`config.mk`:
```
export PLATFORM = sky130hd
export DESIGN_NAME = icache_mshr_alloc_flat
export DESIGN_NICKNAME = d
export VERILOG_FILES = /design/src/rtl/toy_pack.sv /design/src/rtl/icache_mshr_alloc_if.sv /design/src/rtl/icache_mshr_find_first.sv /design/src/rtl/icache_mshr_alloc.sv /design/src/flat_wrapper.sv
export SDC_FILE = /design/constraint.sdc
export NUM_CORES = 1
export LEC_CHECK = 0
export BUFFER_PORTS_ARGS = -buffer_cell sky130_fd_sc_hd__buf_2
export CAP_MARGIN = 40
export CORE_MARGIN = 2
export CORE_UTILIZATION = 42
export DETAILED_ROUTE_END_ITERATION = 16
export GPL_ROUTABILITY_DRIVEN = 0
export PLACE_DENSITY = 0.61
export SLEW_MARGIN = 40
export SYNTH_ARGS = -nofsm -noshare
export SYNTH_HDL_FRONTEND = slang
export SYNTH_SLANG_ARGS = --single-unit
```
`constraint.sdc`:
```
create_clock -name clk -period 4.8 [get_ports clk]
set_clock_uncertainty 0.2 [all_clocks]
set_input_delay 0.24 -clock clk [delete_from_list [all_inputs] [get_ports clk]]
set_output_delay 0.24 -clock clk [all_outputs]
set_load 0.02 [all_outputs]
```
`src/rtl/toy_pack.sv`:
```
// Shared sizing and entry-state encoding for the instruction-cache MSHR allocator.
package toy_pack;
   localparam int MSHR_ENTRY_NUM         = 8;
   localparam int MSHR_ENTRY_INDEX_WIDTH = $clog2(MSHR_ENTRY_NUM);

   typedef enum logic [1:0] {
      ENTRY_FREE      = 2'd0,
      ENTRY_LOOKUP    = 2'd1,
      ENTRY_MISS_WAIT = 2'd2
   } entry_state_e;
endpackage

```
`src/rtl/icache_mshr_alloc_if.sv`:
```
// Allocation offer, lookup/refill completions, flush and status of the MSHR allocator.
interface icache_mshr_alloc_if
   import toy_pack::*;
#(
   parameter int IW = MSHR_ENTRY_INDEX_WIDTH
);
   logic          alloc_vld;
   logic [IW-1:0] alloc_index;
   logic          alloc_rdy;
   logic          lookup_resp_vld;
   logic [IW-1:0] lookup_resp_index;
   logic          lookup_resp_hit;
   logic          refill_done_vld;
   logic [IW-1:0] refill_done_index;
   logic          flush;
   logic [IW:0]   free_cnt;
   logic          proto_err;

   modport master (
      input  alloc_vld, alloc_index, free_cnt, proto_err,
      output alloc_rdy, lookup_resp_vld, lookup_resp_index, lookup_resp_hit,
             refill_done_vld, refill_done_index, flush
   );

   modport slave (
      output alloc_vld, alloc_index, free_cnt, proto_err,
      input  alloc_rdy, lookup_resp_vld, lookup_resp_index, lookup_resp_hit,
             refill_done_vld, refill_done_index, flush
   );
endinterface

```
`src/rtl/icache_mshr_find_first.sv`:
```
// Priority encoder: lowest set bit of req as onehot and binary index, plus any-set flag.
module icache_mshr_find_first #(
   parameter int N  = 8,
   parameter int IW = 3
) (
   input  logic [N-1:0]  req,
   output logic [N-1:0]  onehot,
   output logic [IW-1:0] index,
   output logic          any
);
   assign onehot = req & (~req + N'(1));
   assign any    = |req;

   // Scan downwards so the lowest set bit is the last one written.
   always_comb begin
      index = '0;
      for (int i = N - 1; i >= 0; i--) begin
         if (req[i]) index = IW'(i);
      end
   end
endmodule

```
`src/rtl/icache_mshr_alloc.sv`:
```
// MSHR entry allocator: offers the lowest FREE entry and tracks FREE/LOOKUP/MISS_WAIT per entry.
module icache_mshr_alloc
   import toy_pack::*;
#(
   parameter int MSHR_ENTRY_NUM         = toy_pack::MSHR_ENTRY_NUM,
   parameter int MSHR_ENTRY_INDEX_WIDTH = $clog2(MSHR_ENTRY_NUM)
) (
   input  logic                clk,
   input  logic                rst_n,
   icache_mshr_alloc_if.slave  bus
);
   localparam int IW = MSHR_ENTRY_INDEX_WIDTH;
   localparam int CW = MSHR_ENTRY_INDEX_WIDTH + 1;

   logic [MSHR_ENTRY_NUM-1:0] free_vec;
   logic [MSHR_ENTRY_NUM-1:0] free_next_vec;
   logic [MSHR_ENTRY_NUM-1:0] lookup_pend_vec;
   logic [MSHR_ENTRY_NUM-1:0] miss_pend_vec;
   logic [MSHR_ENTRY_NUM-1:0] lookup_sel_vec;
   logic [MSHR_ENTRY_NUM-1:0] refill_sel_vec;
   logic [MSHR_ENTRY_NUM-1:0] alloc_onehot;
   logic [IW-1:0]             first_index;
   logic                      first_any;
   logic                      alloc_fire;
   logic                      lookup_err;
   logic                      refill_err;
   logic [CW-1:0]             free_cnt_reg;
   logic [CW-1:0]             free_cnt_next;
   logic                      proto_err_reg;

   icache_mshr_find_first #(
      .N  (MSHR_ENTRY_NUM),
      .IW (IW)
   ) u_find_first (
      .req    (free_vec),
      .onehot (alloc_onehot),
      .index  (first_index),
      .any    (first_any)
   );

   assign bus.alloc_vld   = first_any;
   assign bus.alloc_index = first_index;
   assign alloc_fire      = first_any & bus.alloc_rdy;

   generate
      for (genvar gi = 0; gi < MSHR_ENTRY_NUM; gi++) begin : g_entry
         entry_state_e state_reg;
         entry_state_e state_next;

         // Out-of-range indices never match any entry, so they surface as errors below.
         assign lookup_sel_vec[gi] = bus.lookup_resp_vld && (bus.lookup_resp_index == IW'(gi));
         assign refill_sel_vec[gi] = bus.refill_done_vld && (bus.refill_done_index == IW'(gi));

         always_comb begin
            state_next = state_reg;
            if (bus.flush) begin
               state_next = ENTRY_FREE;
            end else begin
               case (state_reg)
                  ENTRY_FREE:
                     if (alloc_fire && alloc_onehot[gi]) state_next = ENTRY_LOOKUP;
                  ENTRY_LOOKUP:
                     if (lookup_sel_vec[gi])
                        state_next = bus.lookup_resp_hit ? ENTRY_FREE : ENTRY_MISS_WAIT;
                  ENTRY_MISS_WAIT:
                     if (refill_sel_vec[gi]) state_next = ENTRY_FREE;
                  default:
                     state_next = ENTRY_FREE;
               endcase
            end
         end

         always_ff @(posedge clk or negedge rst_n) begin
            if (!rst_n) state_reg <= ENTRY_FREE;
            else        state_reg <= state_next;
         end

         assign free_vec[gi]        = (state_reg  == ENTRY_FREE);
         assign free_next_vec[gi]   = (state_next == ENTRY_FREE);
         assign lookup_pend_vec[gi] = (state_reg  == ENTRY_LOOKUP);
         assign miss_pend_vec[gi]   = (state_reg  == ENTRY_MISS_WAIT);
      end
   endgenerate

   assign lookup_err = bus.lookup_resp_vld && ((lookup_sel_vec & lookup_pend_vec) == '0);
   assign refill_err = bus.refill_done_vld && ((refill_sel_vec & miss_pend_vec) == '0);

   always_comb begin
      free_cnt_next = '0;
      for (int i = 0; i < MSHR_ENTRY_NUM; i++) begin
         free_cnt_next = free_cnt_next + CW'(free_next_vec[i]);
      end
   end

   always_ff @(posedge clk or negedge rst_n) begin
      if (!rst_n) begin
         free_cnt_reg  <= CW'(MSHR_ENTRY_NUM);
         proto_err_reg <= 1'b0;
      end else begin
         free_cnt_reg  <= free_cnt_next;
         proto_err_reg <= proto_err_reg | lookup_err | refill_err;
      end
   end

   assign bus.free_cnt  = free_cnt_reg;
   assign bus.proto_err = proto_err_reg;
endmodule

```
`src/flat_wrapper.sv`:
```
// flat-port wrapper written by rule: the top's interface ports become plain ports
module icache_mshr_alloc_flat import toy_pack::*;
#(
   parameter int MSHR_ENTRY_NUM         = toy_pack::MSHR_ENTRY_NUM,
   parameter int MSHR_ENTRY_INDEX_WIDTH = $clog2(MSHR_ENTRY_NUM)
)
  (clk, rst_n, bus_alloc_vld, bus_alloc_index, bus_free_cnt, bus_proto_err, bus_alloc_rdy, bus_lookup_resp_vld, bus_lookup_resp_index, bus_lookup_resp_hit, bus_refill_done_vld, bus_refill_done_index, bus_flush);
  icache_mshr_alloc_if #(.IW((3))) bus_i ();
  input  logic clk;
  input  logic rst_n;
  output wire logic [$bits(bus_i.alloc_vld)-1:0] bus_alloc_vld;
  output wire logic [$bits(bus_i.alloc_index)-1:0] bus_alloc_index;
  output wire logic [$bits(bus_i.free_cnt)-1:0] bus_free_cnt;
  output wire logic [$bits(bus_i.proto_err)-1:0] bus_proto_err;
  input wire logic [$bits(bus_i.alloc_rdy)-1:0] bus_alloc_rdy;
  input wire logic [$bits(bus_i.lookup_resp_vld)-1:0] bus_lookup_resp_vld;
  input wire logic [$bits(bus_i.lookup_resp_index)-1:0] bus_lookup_resp_index;
  input wire logic [$bits(bus_i.lookup_resp_hit)-1:0] bus_lookup_resp_hit;
  input wire logic [$bits(bus_i.refill_done_vld)-1:0] bus_refill_done_vld;
  input wire logic [$bits(bus_i.refill_done_index)-1:0] bus_refill_done_index;
  input wire logic [$bits(bus_i.flush)-1:0] bus_flush;
  assign bus_alloc_vld = bus_i.alloc_vld;
  assign bus_alloc_index = bus_i.alloc_index;
  assign bus_free_cnt = bus_i.free_cnt;
  assign bus_proto_err = bus_i.proto_err;
  assign bus_i.alloc_rdy = bus_alloc_rdy;
  assign bus_i.lookup_resp_vld = bus_lookup_resp_vld;
  assign bus_i.lookup_resp_index = bus_lookup_resp_index;
  assign bus_i.lookup_resp_hit = bus_lookup_resp_hit;
  assign bus_i.refill_done_vld = bus_refill_done_vld;
  assign bus_i.refill_done_index = bus_refill_done_index;
  assign bus_i.flush = bus_flush;
  icache_mshr_alloc #(.MSHR_ENTRY_NUM(MSHR_ENTRY_NUM), .MSHR_ENTRY_INDEX_WIDTH(MSHR_ENTRY_INDEX_WIDTH)) u_core (.clk(clk), .rst_n(rst_n), .bus(bus_i));
endmodule
```
; ---- After elaboration in Yosys (flattened, before gate mapping)
; Cells that the tools add are included.
[totals]
reg_bits = 21
input_bits = 13
out_inout_bits = 9
wordCells = 151
[classes]
add_sub_neg = 8
eq_ne = 30
mux = 49
bitwise = 7
n_reduce_logical = 47
[ops]
columns = operator, n
row1 = $mux 2, 33
row2 = $pmux 2 s3, 8
row3 = $logic_not 2->1, 16
row4 = $logic_and 1x1->1, 26
row5 = $add 4x1->4, 6
row6 = $and 8x8->8, 3
row7 = $eq 3x3->1 const B, 8
row8 = $mux 3, 8
row9 = $eq 2x1->1 const B, 8
row10 = $eq 2x2->1 const B, 8
row11 = $logic_not 8->1, 2
row12 = $eq 3x2->1 const B, 4
row13 = $add 8x1->8 const B, 1
row14 = $not 8->8, 1
row15 = $reduce_or 8->1, 1
row16 = $eq 3x1->1 const B, 2
row17 = $logic_not 3->1, 2
row18 = $add 1x1->2, 1
row19 = $or 1x1->1, 2
row20 = $and 1x1->1, 1

; ---- Depth between registers and ports, before layout
; Gate-level depths: netlist of run 1.
[logic_depth]
ltp_word = 16
mapped_depth = 14
mapped_depth_nobuf = 14

; ---- Cells and area by module
; A second synthesis of run 1 with hierarchy kept.
[hier_totals]
cells_unflattened = 184
hier_area_um2 = 1687.9
[modules_own_cells]
columns = mod, instances, cells_each, area_per_inst_um2, seq_area_each_um2
row1 = icache_mshr_alloc, 1, 161, 1549.0, 526.8
row2 = icache_mshr_find_first, 1, 23, 138.9, 0.0

; ---- Worst setup path before layout of run 1
; OpenSTA, ideal clock, no wires.
[synth_path]
path_type = input port to flip-flop
from = input bus_lookup_resp_index[2]
to = register u_core.free_cnt_reg[2], in the netlist u_core.bus.free_cnt[2]
setup_time_ns = 0.123
arrival_time_ns = 3.385
slack_ns = 1.093
stages = 13
path_cell_list = and2b_2 -> and4b_1 -> nor4_1 -> nor2_1 -> ha_1 -> inv_1 -> fa_1 -> inv_1 -> fa_1 -> inv_1 -> fa_1 -> fa_1 -> xnor2_1
[synth_between]
elab_chain_cells = 13
[synth_rtl]
columns = item, line
row1 = "start, declared", flat_wrapper.sv:17  ; input wire logic [$bits(bus_i.lookup_resp_index)-1:0] bus_lookup_resp_index;
row2 = $eq 3x1->1, icache_mshr_alloc.sv:51  ; assign lookup_sel_vec[gi] = bus.lookup_resp_vld && (bus.lookup_resp_index == IW'(gi));
row3 = $logic_and 1x1->1, icache_mshr_alloc.sv:51
row4 = $mux 2, icache_mshr_alloc.sv:63  ; if (lookup_sel_vec[gi])
row5 = $pmux 2 s3, icache_mshr_alloc.sv:59  ; case (state_reg)
row6 = $mux 2, icache_mshr_alloc.sv:56  ; if (bus.flush) begin
row7 = net u_core.g_entry[1].state_next[0], icache_mshr_alloc.sv:48  ; entry_state_e state_next;
row8 = $logic_not 2->1, icache_mshr_alloc.sv:79  ; assign free_next_vec[gi] = (state_next == ENTRY_FREE);
row9 = $add 1x1->2, icache_mshr_alloc.sv:91  ; free_cnt_next = free_cnt_next + CW'(free_next_vec[i]);
row10 = $add 4x1->4 (6 in a row), icache_mshr_alloc.sv:91
row11 = net u_core.free_cnt_next[2], icache_mshr_alloc.sv:28  ; logic [CW-1:0] free_cnt_next;
row12 = "end signal, assigned", icache_mshr_alloc.sv:97  ; free_cnt_reg <= CW'(MSHR_ENTRY_NUM);
row13 = "end signal, assigned", icache_mshr_alloc.sv:100  ; free_cnt_reg <= free_cnt_next;
row14 = "end, declared", icache_mshr_alloc.sv:27  ; logic [CW-1:0] free_cnt_reg;
; The timed path passes the listed nets, and every way through them passes these cells.

; ---- Worst setup path after layout of run 1
[layout_path]
from = register u_core.g_entry[1].state_reg[0]
to = register u_core.free_cnt_reg[2], in the netlist u_core.bus.free_cnt[2]
[layout_between]
elab_chain_cells = 16
[layout_rtl]
columns = item, line
row1 = "start, declared", icache_mshr_alloc.sv:47  ; entry_state_e state_reg;
row2 = "start signal, assigned", icache_mshr_alloc.sv:75  ; else state_reg <= state_next;
row3 = $logic_not 2->1, "icache_mshr_alloc.sv:59, icache_mshr_alloc.sv:78"
row4 = $not 8->8, icache_mshr_find_first.sv:11  ; assign onehot = req & (~req + N'(1));
row5 = $add 8x1->8, icache_mshr_find_first.sv:11
row6 = $and 8x8->8, icache_mshr_find_first.sv:11
row7 = $logic_and 1x1->1, icache_mshr_alloc.sv:61  ; if (alloc_fire && alloc_onehot[gi]) state_next = ENTRY_LOOKUP;
row8 = $mux 2, icache_mshr_alloc.sv:61
row9 = $pmux 2 s3 (*), icache_mshr_alloc.sv:59
row10 = $mux 2 (*), icache_mshr_alloc.sv:56
row11 = net u_core.g_entry[1].state_next[0], icache_mshr_alloc.sv:48
row12 = $logic_not 2->1 (*), icache_mshr_alloc.sv:79
row13 = $add 1x1->2 (*), icache_mshr_alloc.sv:91
row14 = $add 4x1->4 (*) (6 in a row), icache_mshr_alloc.sv:91
row15 = net u_core.free_cnt_next[2], icache_mshr_alloc.sv:28
; The timed path passes the listed nets; every way through them passes the cells marked *.

==> flow_summary.ini, run 1 <==
[run_status]
outcome = finished clean

[routing]
ant_nets = 0
drt_iter0_markers = 127
viasPerCell = 5.87
dr_total_vias = 1443
wl_per_cell_um = 15.6
dr.pass1.iters = 4
wl_um = 3840
drcViolationCount = 0

[logic_synthesis]
synth_common_cells = 24 x nor2_1, 20 x dfrtp_1, 15 x a21oi_1
synth_nets = 199
seq_area_frac_synth_pct = 34.8
netlist-cell-type-count = 43
synth_enable_flop_cells = 0
synth_top_family_by_area = simple AND/OR/NAND/NOR gates
synth_flop_cell = dfrtp_1
synthArstFlopShare_pct = 100
synth_area_per_cell_um2 = 8.45
synthSimpleGateAreaFrac_pct = 32.8
synth_fa_ha_area_share_pct = 7.78
synth_cells = 179
yosys.area.top_type_share_pct = 33.1
synth_most_common_cell = nor2_1
synthMuxAreaShare_pct = 0
yosys-top-cells-area = dfrtp_1 33%, nor2_1 6.0%, fa_1 5.3%
synth-compound-area-share_pct = 19.4
syn-cell-area_um2 = 1510
yosysWarnings = 0
ys_ff_latch = 21
yosys.area.top_type = dfrtp_1
yosys.area_share.xor_xnor_pct = 0.579

[cells_and_area]
drive_above_1_share_pct = 18.5
nNetsFinal = 221
syn_to_final_growth_pct = 11.7
num_antenna_cells = 0
largest_reg_flops = 16
stdcell_count = 246

[cts]
cts_inserted_buffers = 3
cts_max_level = 1
root_buffer = clkbuf_4
clock_sinks = 21
clock_tree.buffer_depth = 2
clk_pin_slew_ps = 120
cts_tree = done
clock_latency_ps = 300

[setup_path]
critPathRequiredTime_ps = 4790
critPathMaxFanout = 8
crit_type = flop to flop
arrival_ps = 3990
r2r_setup_slack_ps = 810
cp-end-kind = flop
crit_path_start_kind = flop

[sta]
hold_violations = 0
setup_viol = 0
setup_ws_ps = 806
worstMarginPinSlew_ps = 526
period_needed_ps = 3990
fin_tns_setup_ps = 0
drv_slew = 0
rsz0062_at_grt = false
fmax_ghz = 0.250
slew_headroom_pct = 64.9
finalCritPeriodShare_pct = 83.2

[global_route]
antenna_found_initial = 0
grt_util_all_layers_pct = 20.9
grt_pass1_vias = 1396
grt_max_degree = 22
grt_overflow = 0
grt_pass1_wl_um = 6690

[placed_design]
dpl.hpwl_um = 2980
dp_cells = 241
pre_cts_ws_ps = 684
numPortBuffers = 21

[power]
p_leak_nw = 0.723
p_per_area_nw_per_um2 = 202
peakVddDrop_uv = 163

[die]
rows = 21
fp.dieW_um = 64.0
core_area_um2 = 3390
die_y_um = 64.0
die_area_um2 = 4100
io_pins = 22
start_util_pct = 44.6

[worst_hold_path]
hold_path_class = primary input to flop

[flow_run]
cap_violations = 0
==> timing repair <==
action | 4_1_cts | 5_1_grt
gates resized for setup | 0 | 0
endpoints found under the hold margin | 20 | 0
hold buffers | 1 | 0
buffers inserted | 0 | 0
==> layout make-up <==
cell class / instances / area, um2
timing repair buffer: 22 / 115
clock buffer: 4 / 26.3
multi-input combinational: 140 / 915
fill: 347 / 1700
inverter: 13 / 48.8
tap: 46 / 57.6
sequential: 21 / 527
==> final timing paths <==
check / end / depth (start not counted) / startpoint
min reg2reg: u_core.g_entry[0].state_reg[0]$_DFF_PN0_ / 1 / u_core.g_entry[0].state_reg[1]$_DFF_PN0_
min: u_core.g_entry[0].state_reg[0]$_DFF_PN0_ / 3 / bus_alloc_rdy
max reg2reg: u_core.bus.free_cnt[2]$_DFF_PN0_ / 12 / u_core.g_entry[1].state_reg[0]$_DFF_PN0_
max: u_core.bus.free_cnt[2]$_DFF_PN0_ / 12 / u_core.g_entry[1].state_reg[0]$_DFF_PN0_
min in group asynchronous: u_core.g_entry[3].state_reg[1]$_DFF_PN0_ / 2 / rst_n
max in group asynchronous: u_core.bus.free_cnt[3]$_DFF_PN1_ / 2 / rst_n
==> routing by layer <==
layer	wire, um	part of all wire (%)	GRT usage, %
met5	0	0	0
met3	275	7.2	4.40
met1	1800	47	30.2
met4	35	0.91	6.25
met2	1740	45	31.3
==> report_power, final <==
| group | switching (W) | internal, W |
|---|---|---|
| clock | 0.0000520 | 0.0000324 |
| sequential | 0.00000416 | 0.000184 |
| combinational | 0.0000448 | 0.0000243 |
| total | 0.000101 | 0.000241 |
==> cell families (layout without fill, tap and decap cells) <==
group,Yosys count,after routing
compound gates,46,46
flops,21,21
buf+inv,18,39
fa+ha+maj,7,7
xor+xnor,1,1
simple gates,86,86
==> critical path: stages, from the launching register on <==
cell     delay [ps]
dfrtp_1         490
and4b_1         230
nor4_1          380
nor2_1          110
ha_1            290
inv_1            50
fa_1            530
inv_1            50
fa_1            520
inv_1            50
fa_1            450
fa_1            390
xnor2_1         140
==> per-stage QoR <==
stage	util [%]	hold WS, ps	cell area, um2	total power (W)
finish	49.8	25.5	1690	0.000342
global route	49.8	36.3	1690	0.000366
CTS	49.8	16.6	1690	0.000347
detailed placement	48.8	30.0	1650	0.000261
global placement	48.8	23.7	1650	0.000260
floorplan	-	-256	1510	0.000234
==> layout by cell type, fill, tap and decap left out, drive strengths merged, types with 2 or more instances in the layout <==
cell,Yosys,routed
and4b,2,2
a21oi,15,15
nand2,11,11
nand4,3,3
buf,3,21
o22ai,5,5
nor2,24,24
a41oi,2,2
nor2b,7,7
inv,13,13
a22oi,2,2
nand3,5,5
and3,2,2
or4,2,2
dfrtp,20,20
nor4,7,7
nor3,5,5
fa,4,4
clkbuf,2,4
and2b,2,2
nand4b,2,2
or2,6,6
o21a,2,2
o21bai,2,2
o311ai,3,3
nand3b,4,4
o21ai,7,7
a31oi,6,6
ha,3,3
No activity file was read; power rests on OpenSTA's default activity.
==> run 2: changes to the inputs <==
==> constraint.sdc (replaced) <==
create_clock -name clk -period 3.7 [get_ports clk]
set_clock_uncertainty 0.2 [all_clocks]
set_input_delay 0.185 -clock clk [delete_from_list [all_inputs] [get_ports clk]]
set_output_delay 0.185 -clock clk [all_outputs]
set_load 0.02 [all_outputs]
==> flow_summary.ini, run 2 (synthesized netlist as in run 1, its figures left out) <==
[run_status]
outcome = finished clean

[global_route]
grt_pass1_vias = 1578
grt_overflow = 0
grt_max_degree = 22
grt_pass1_wl_um = 7400
antenna_found_initial = 0
grt_util_all_layers_pct = 22.9

[flow_run]
cap_violations = 0

[cells_and_area]
n_fill_cell = 308
seq_area_um2 = 529
final_cell_mix = 28 x buf_4, 22 x nor2_1, 21 x buf_2
stdcell_count = 278
multiInputGateArea_um2 = 986
num_antenna_cells = 0
nNetsFinal = 253
largest_reg_flops = 16
syn_to_final_growth_pct = 33.3
final_common_cell = buf_4
drive_above_1_share_pct = 36.6

[cts]
clk_pin_slew_ps = 130
clock_sinks = 21
clock_tree.buffer_depth = 2
root_buffer = clkbuf_4
clock_latency_ps = 310
cts_tree = done
cts_max_level = 1
cts_inserted_buffers = 3

[setup_path]
critPathMaxFanout = 4
critPathRequiredTime_ps = 3710
crit_path_start_kind = flop
cp-end-kind = flop
arrival_ps = 3690
crit_type = flop to flop

[die]
rows = 21
fp.dieW_um = 64.0
core_area_um2 = 3390
io_pins = 22
start_util_pct = 44.6
die_area_um2 = 4100
die_y_um = 64.0

[placed_design]
numPortBuffers = 21
dpl.hpwl_um = 3230
pre_cts_ws_ps = -227
dp_cells = 266

[sta]
fmax_ghz = 0.271
fin_tns_setup_ps = 0
hold_violations = 0
setup_viol = 0
worstMarginPinSlew_ps = 489
finalCritPeriodShare_pct = 99.7
drv_slew = 0
slew_headroom_pct = 67.4
rsz0062_at_grt = true
holdWs_ps = 60.7
setup_ws_ps = 12.8
period_needed_ps = 3690

[routing]
met3_length_um = 148
dr.pass1.iters = 4
viasPerCell = 5.62
ant_nets = 0
drt_iter0_markers = 157
wl_um = 4350
dr_total_vias = 1562
drcViolationCount = 0
wl_per_cell_um = 15.7
met1_length_um = 2020
wl_met2_um = 2130
topRoutingLayerUsed = met4

[power]
peakVddDrop_uv = 185
p_leak_nw = 0.890
p_per_area_nw_per_um2 = 237

[worst_hold_path]
hold_path_class = primary input to flop
==> run 2: worst max-delay path: stages (launching register included) <==
cell	delay, ps
dfrtp_1	440
buf_6	150
o22ai_4	190
nor3_4	60
o21ai_1	170
nor3_2	60
or2_1	260
fa_1	550
inv_2	40
fa_1	490
inv_2	40
fa_2	370
fa_2	550
inv_2	30
==> run 2: cell type report <==
cell class,count,area share (%)
Clock buffer,4,1.30
Inverter,13,2.42
Multi-Input combinational cell,140,48.9
Sequential cell,21,26.3
Tap cell,46,2.86
Timing Repair Buffer,54,18.2
==> run 2: metrics by stage <==
stage / area, um2 / util, % / total power, W
after floorplan: 1510 / - / 0.000304
after global placement: 1840 / 54.3 / 0.000352
after detailed placement: 1840 / 54.3 / 0.000354
after CTS: 1940 / 57.3 / 0.000474
after global routing: 2020 / 59.5 / 0.000506
final: 2020 / 59.5 / 0.000477
==> run 2: path summary, 6_finish.rpt <==
kind	from	to	slack (ps)	depth (start not counted)
max	u_core.g_entry[1].state_reg[1]$_DFF_PN0_	u_core.bus.free_cnt[1]$_DFF_PN0_	10	13
min	bus_lookup_resp_index[0]	u_core.g_entry[0].state_reg[1]$_DFF_PN0_	60	4
max reg2reg	u_core.g_entry[1].state_reg[1]$_DFF_PN0_	u_core.bus.free_cnt[1]$_DFF_PN0_	10	13
min reg2reg	u_core.g_entry[1].state_reg[1]$_DFF_PN0_	u_core.g_entry[1].state_reg[0]$_DFF_PN0_	330	1
max in group asynchronous	rst_n	u_core.bus.free_cnt[3]$_DFF_PN1_	2800	2
min in group asynchronous	rst_n	u_core.g_entry[0].state_reg[0]$_DFF_PN0_	150	2
==> run 2: timing repair <==
action | CTS | global route
resized for setup | 10 | 14
pin swaps | 7 | 6
endpoints found under the hold margin | 23 | 1
buffers inserted | 2 | 3
setup endpoints to repair | 2 | 2
hold buffers | 2 | 1
==> run 2: where the power goes <==
part | total, W | switching [W] | leakage [nW] | internal (W)
Sequential | 0.000245 | 0.00000509 | 0.274 | 0.000239
Combinational | 0.000119 | 0.0000687 | 0.601 | 0.0000498
Clock | 0.000114 | 0.0000722 | 0.0150 | 0.0000420
==> run 2: metal layers <==
layer  GRT usage, %  vias to the layer above
li1               -                      768
met1           31.9                      747
met2           37.2                       41
met3           1.94                        6
met4           8.15                        0
met5              0                        -
